**config.mk**
```make
export PLATFORM = sky130hd
export DESIGN_NAME = dcache_axi_bridge
export DESIGN_NICKNAME = d
export VERILOG_FILES = /design/src/rtl/bridge_pkg.sv /design/src/rtl/dcache_axi_bridge.sv
export SDC_FILE = /design/constraint.sdc
export NUM_CORES = 1
export LEC_CHECK = 0
export ABC_AREA = 1
export CAP_MARGIN = 20
export CORE_AREA = 2 2 205 207
export DETAILED_ROUTE_END_ITERATION = 10
export DIE_AREA = 0 0 207 209
export HOLD_SLACK_MARGIN = 0.05
export PLACE_DENSITY_LB_ADDON = 0.05
export SETUP_SLACK_MARGIN = 0.3
export SLEW_MARGIN = 20
export SYNTH_ARGS = -nofsm -noshare
export SYNTH_HDL_FRONTEND = slang
export SYNTH_SLANG_ARGS = --single-unit
```
**constraint.sdc**
```tcl
create_clock -name clk -period 2.69 [get_ports clk]
set_clock_uncertainty 0.15 [all_clocks]
set_input_delay 0.4035 -clock clk [delete_from_list [all_inputs] [get_ports clk]]
set_output_delay 0.4035 -clock clk [all_outputs]
set_load 0.01 [all_outputs]
```
**src/rtl/bridge_pkg.sv**
```systemverilog
// Shared types and burst constants for the dcache-to-AXI line bridge.
// Both engines issue fixed 4-beat INCR bursts of 32-bit words.
package bridge_pkg;

  typedef enum logic [1:0] {
    R_IDLE,
    R_AR,
    R_DATA,
    R_DONE
  } r_state_e;

  typedef enum logic [2:0] {
    W_IDLE,
    W_AW,
    W_DATA,
    W_RESP,
    W_DONE
  } w_state_e;

  localparam logic [7:0] BURST_LEN  = 8'd3;
  localparam logic [2:0] BURST_SIZE = 3'b010;
  localparam logic [1:0] BURST_INCR = 2'b01;

  function automatic logic [31:0] line_addr(
    input logic [31:0] a
  );
    return {a[31:4], 4'h0};
  endfunction

endpackage

```
**src/rtl/dcache_axi_bridge.sv**
```systemverilog
// Line-granular dcache read/write responder driving AXI4 4-beat bursts.
// A read is held off while any write is in flight or being accepted.
module dcache_axi_bridge
  import bridge_pkg::*;
#(
  parameter logic [3:0] AXI_ID = 4'd1
) (
  input  logic         clk,
  input  logic         rst,
  input  logic         cpu_ren,
  input  logic [31:0]  cpu_raddr,
  output logic         dev_rrdy,
  output logic         ren_received,
  output logic         dev_rvalid,
  output logic [127:0] dev_rdata,
  input  logic [3:0]   cpu_wen,
  input  logic [31:0]  cpu_waddr,
  input  logic [127:0] cpu_wdata,
  output logic         dev_wrdy,
  output logic         write_finish,
  output logic [3:0]   arid,
  output logic [31:0]  araddr,
  output logic [7:0]   arlen,
  output logic [2:0]   arsize,
  output logic [1:0]   arburst,
  output logic         arvalid,
  input  logic         arready,
  input  logic [3:0]   rid,
  input  logic [31:0]  rdata,
  input  logic [1:0]   rresp,
  input  logic         rlast,
  input  logic         rvalid,
  output logic         rready,
  output logic [3:0]   awid,
  output logic [31:0]  awaddr,
  output logic [7:0]   awlen,
  output logic [2:0]   awsize,
  output logic [1:0]   awburst,
  output logic         awvalid,
  input  logic         awready,
  output logic [3:0]   wid,
  output logic [31:0]  wdata,
  output logic [3:0]   wstrb,
  output logic         wlast,
  output logic         wvalid,
  input  logic         wready,
  input  logic [3:0]   bid,
  input  logic [1:0]   bresp,
  input  logic         bvalid,
  output logic         bready
);

  r_state_e         r_state, r_next;
  w_state_e         w_state, w_next;
  logic [31:0]      raddr_q, waddr_q;
  logic [1:0]       rbeat, wbeat;
  logic [3:0][31:0] rline, wline;
  logic             r_accept, w_accept;

  // Responses carry no information this bridge acts on.
  logic unused_ok;
  assign unused_ok = ^{rid, rresp, bid, bresp,
                       cpu_raddr[3:0], cpu_waddr[3:0]};

  assign arid    = AXI_ID;
  assign awid    = AXI_ID;
  assign wid     = AXI_ID;
  assign arlen   = BURST_LEN;
  assign awlen   = BURST_LEN;
  assign arsize  = BURST_SIZE;
  assign awsize  = BURST_SIZE;
  assign arburst = BURST_INCR;
  assign awburst = BURST_INCR;

  assign araddr    = raddr_q;
  assign awaddr    = waddr_q;
  assign dev_rdata = rline;
  assign wdata     = wline[wbeat];

  // Write wins a same-cycle tie so writebacks precede refills.
  assign w_accept = (w_state == W_IDLE) && (cpu_wen != 4'h0);
  assign r_accept = (r_state == R_IDLE) && cpu_ren &&
                    (w_state == W_IDLE) && (cpu_wen == 4'h0);

  always_ff @(posedge clk or negedge rst) begin
    if (!rst) begin
      r_state <= R_IDLE;
      raddr_q <= '0;
      rbeat   <= '0;
      rline   <= '0;
    end else begin
      r_state <= r_next;
      if (r_accept) begin
        raddr_q <= line_addr(cpu_raddr);
        rbeat   <= '0;
      end
      if (r_state == R_DATA && rvalid) begin
        rline[rbeat] <= rdata;
        rbeat        <= rbeat + 2'd1;
      end
    end
  end

  always_comb begin
    r_next       = r_state;
    dev_rrdy     = 1'b0;
    ren_received = 1'b0;
    arvalid      = 1'b0;
    rready       = 1'b0;
    dev_rvalid   = 1'b0;
    unique case (r_state)
      R_IDLE: begin
        dev_rrdy     = 1'b1;
        ren_received = r_accept;
        if (r_accept) r_next = R_AR;
      end
      R_AR: begin
        arvalid = 1'b1;
        if (arready) r_next = R_DATA;
      end
      R_DATA: begin
        rready = 1'b1;
        if (rvalid && rlast) r_next = R_DONE;
      end
      R_DONE: begin
        dev_rvalid = 1'b1;
        r_next     = R_IDLE;
      end
      default: r_next = R_IDLE;
    endcase
  end

  always_ff @(posedge clk or negedge rst) begin
    if (!rst) begin
      w_state <= W_IDLE;
      waddr_q <= '0;
      wbeat   <= '0;
      wline   <= '0;
    end else begin
      w_state <= w_next;
      if (w_accept) begin
        waddr_q <= line_addr(cpu_waddr);
        wline   <= cpu_wdata;
        wbeat   <= '0;
      end
      if (w_state == W_DATA && wready) begin
        wbeat <= wbeat + 2'd1;
      end
    end
  end

  always_comb begin
    w_next       = w_state;
    dev_wrdy     = 1'b0;
    awvalid      = 1'b0;
    wvalid       = 1'b0;
    wstrb        = 4'h0;
    wlast        = 1'b0;
    bready       = 1'b0;
    write_finish = 1'b0;
    unique case (w_state)
      W_IDLE: begin
        dev_wrdy = 1'b1;
        if (w_accept) w_next = W_AW;
      end
      W_AW: begin
        awvalid = 1'b1;
        if (awready) w_next = W_DATA;
      end
      W_DATA: begin
        wvalid = 1'b1;
        wstrb  = 4'hF;
        wlast  = (wbeat == 2'd3);
        if (wready && wbeat == 2'd3) w_next = W_RESP;
      end
      W_RESP: begin
        bready = 1'b1;
        if (bvalid) w_next = W_DONE;
      end
      W_DONE: begin
        write_finish = 1'b1;
        w_next       = W_IDLE;
      end
      default: w_next = W_IDLE;
    endcase
  end

endmodule
```
# == Word level (Yosys, flattened, before mapping) ==
# Index checks and enable logic that the tools add are counted.
# classes
add_sub_neg,2
magnitude_cmp,3
n_eq_ne,15
n_mux,30
reduce_logical,17
# op_table
operator,count
$bwmux W128,1
$bmux W32 S2,1
$demux W32 S2,1
$mux W32,2
$mux W2,7
$mux W3,4
$pmux W3 S4,1
$mux W1,11
$ne A2 B2 Y1 const B,5
$logic_and A1 B1 Y1,9
$pmux W2 S4,1
$eq A2 B2 Y1 const B,3
$eq A3 B2 Y1 const B,2
$lt A2 B3 Y1 const B,2
$add A2 B1 Y2 const B,2
$logic_not A4 Y1,1
$mux W4,1
$ne A2 B1 Y1 const B,2
$reduce_and A4 Y1,1
$reduce_bool A2 Y1,2
$reduce_bool A4 Y1,1
$eq A3 B1 Y1 const B,1
$eq A3 B3 Y1 const B,1
$logic_not A3 Y1,1
other kinds (4),4
# word_totals
regBits,321
in_bits,249
word_cells,81

# == Depth between registers and ports, before layout ==
# depth
depth_word,6
ltp_mapped,9
depth_no_buf,9

# == Worst setup path after synthesis ==
# No wires, ideal clock.
# synth_timing
path_type,flip-flop to output port
from,reg wbeat[0]
to,out wdata[10]
t_arrival_ns,1.135
t_required_ns,2.137
slack_ns,1.001
path_stages_with_launch,5
path_buffers,2
cell_sequence,dfrtp_1 -> buf_2 -> clkbuf_1 -> nor2_1 -> o22ai_1
# synth_via
elab_chain_len,2
# synth_lines
item,line_no,source
from (decl),dcache_axi_bridge.sv:56,"logic [1:0] rbeat, wbeat;"
from (signal assigned),dcache_axi_bridge.sv:147,wbeat <= wbeat + 2'd1;
$bmux W32 S2,dcache_axi_bridge.sv:78,assign wdata = wline[wbeat];
$mux W32 (not written as such),dcache_axi_bridge.sv:78,
to (decl),dcache_axi_bridge.sv:42,"output logic [31:0] wdata,"
# Every way passes these cells. The select of a mux whose other input is x is not followed.

# == Worst setup path after layout ==
# layout_timing
from,reg wbeat[0]
to,out wdata[25]
# Same word-level chain as after synthesis.

==> flow_summary.yaml <==
route:
  totalWireLength_mm: 48.81
  vias: 12160
  drt_iter0_drc: 835
  viasPerCell: 4.713
  post_drt_wl_per_cell_um: 18.92
  drc_errors: 0
  drtAntennaViolNets: 0
  drt-pass1-iter-count: 5
setup_path:
  cp_cell_sequence: "inv_8, buf_12, buf_16, nor2_1, o22ai_1, buf_2"
  crit_type: "reg2out"
  end_kind: "output pin"
  crit_slowest_cell: "dfrtp_2"
  cpLargestDelayFamily: "buffers and inverters"
  worstPathArrival_ps: 1840
  critPathRequiredTime_ps: 2140
  critPathMaxStageDelay_ps: 470
  cp_max_fo: 8
  critical_path_buf_inv_count: 4
  crit_path_start_kind: "register"
timing:
  fmax_mhz: 417.2
  finalSetupTns_ps: 0
  worst_pin_slew_ps: 768.2
  rsz0062_at_grt: "yes"
  setup_viol: 0
  min_period_ps: 2397
  holdWs_ps: 238.0
  hold_violations: 0
  fin_crit_sh_pct: 89.10
  slew_headroom_pct: 48.79
  maxSlewViolCount: 0
clock_network:
  cts_tree: "built"
  insertion_delay_ps: 550
  cts_max_level: 2
  clock-sinks: 321
  cts_max_path_buffers: 3
  numCtsBuffers: 39
  clk_pin_slew_worst_paths_ps: 60
  cts_root_buffer: "clkbuf_16"
final_layout:
  seqCellArea_mm2: 0.008034
  final_common_cell: "nand2_1"
  final_cell_mix: "545 x nand2_1, 412 x clkdlybuf4s50_1, 320 x dfrtp_1"
  fillCellCount: 4025
  areaGrowthSynthToFinish_pct: 49.34
  drive_gt1_share_pct: 9.145
  final_util_pct: 49.26
  multiInputGateArea_mm2: 0.004863
  fin_area_mm2: 0.02034
  nets: 2266
floorplanning:
  die_w_um: 207
  core_area_mm2: 0.04129
  dieArea_mm2: 0.04326
  die_h_um: 209
  std_cell_rows: 75
  pin_count: 526
  start_util_pct: 32.98
placed_design:
  dp_hpwl_mm: 31.49
  placed_cell_area_mm2: 0.01864
  gp_routability_congestion: 0.7556
  portBuffers: 459
pwr:
  p_per_area_mw_per_mm2: 1202
  leakage_nw: 9.876
  irDropWorstVdd_uv: 702.0
outcome:
  status: "finished clean"
global_routing:
  grt_pass1_vias: 12009
  grt_usage_pct: 22.04
  grt_max_degree: 104
  grt_pass1_wl_mm: 74.25
  antenna_found_initial: 10
  grt_remaining_overflow: 0
synthesis:
  yosysSeqAreaShare_pct: 58.98
  yosys_warnings: 0
  synth_seq_cells: 321
  synth_area_mm2: 0.01362
  synthDistinctLibCells: 23
  avgSynthCellArea_um2: 8.730
  netlist_instances: 1560
flow_run:
  cap_violations: 0
min_path:
  min-delay-path-class: "in2async"
sequential cells by signal, indices dropped and copies added (netlist names):
signal and flops:
awaddr 28, dev_rdata 128, w_state 3, rbeat 2
wline 128, r_state 2, araddr 28, wbeat 2
path summary, 6_finish.rpt:
path	from	end	slack (ps)	depth (start not counted)
setup reg to reg	r_state[0]$_DFFE_PN0P_	dev_rdata[83]$_DFFE_PN0P_	700	8
hold reg to reg	wline[49]$_DFFE_PN0P_	wline[49]$_DFFE_PN0P_	310	2
setup / recovery	wbeat[0]$_DFFE_PN0P_	wdata[25]	290	6
max in group asynchronous	rst	araddr[9]$_DFFE_PN0P_	1350	3
min in group clk	cpu_raddr[29]	araddr[29]$_DFFE_PN0P_	240	3
hold / removal	rst	wline[104]$_DFFE_PN0P_	240	2
final cells by class:
type                            count  share of cell area (%)
Tap cell                          539                   3.316
Antenna cell                        7                 0.08612
Timing Repair Buffer              512                   26.14
Clock buffer                       61                   5.696
Sequential cell                   321                   39.50
Clock inverter                      7                  0.3506
Multi-Input combinational cell   1082                   23.91
Inverter                           51                   1.003
synthesized netlist by cell type, drive strengths merged:
| master | count | area, um^2 |
|---|---|---|
| nor2 | 76 | 295.3 |
| dfrtp | 321 | 8033 |
| ha | 10 | 125.1 |
| nor3 | 1 | 5.000 |
| inv | 51 | 191.4 |
| nand3 | 168 | 840.8 |
| o22ai | 32 | 200.2 |
| conb | 2 | 7.510 |
| nand2 | 553 | 2088 |
| buf | 107 | 689.4 |
| or2 | 1 | 6.260 |
| clkbuf | 43 | 161.4 |
| o21ai | 195 | 975.9 |
per-layer routing:
| layer | global-route usage (%) | routed length (um) |
|---|---|---|
| met1 | 28.84 | 20820 |
| met2 | 34.98 | 23160 |
| met3 | 6.598 | 3697 |
| met4 | 7.291 | 1076 |
| met5 | 0 | 51 |
cells by family after synthesis:
family	after synthesis	share of synthesized area (%)
AND/OR/NAND/NOR	799	23.76
buffers and inverters	201	7.653
adder cells (fa/ha/maj)	10	0.9187
AO/OA/AOI/OAI	227	8.636
other	2	0.05514
flip-flops	321	58.98
through the flow:
stage,worst slack (ps),total power [mW],instances
final,293.3,24.45,2580
after global routing,218.6,26.19,2578
after CTS,176.9,24.41,2561
after detailed placement,126.2,18.85,2481
after global placement,121.6,18.72,2481
after floorplan,1001,13.25,1604
worst reg2reg max path, stage by stage (launching register included):
cell and delay, ps:
dfrtp_1 410, inv_1 120, ha_1 220, nand2_1 140, inv_2 140, nand2_2 230, buf_12 270, nand2_1 100
o21ai_0 90
where the power goes:
part	leakage, nW	switching [mW]	internal (mW)
logic	5.19	6.10	5.11
clock network	0.606	2.07	3.05
registers	4.08	1.18	6.94
what timing repair did:
item                       CTS  global route
hold endpoints to repair    51             0
gates resized for setup    162            56
cloned                       7             6
hold buffers                 1             0
setup endpoints to repair   45            31
buffers inserted             4             6
pin swaps                    3             9
Power figures use the tool's default switching activity.
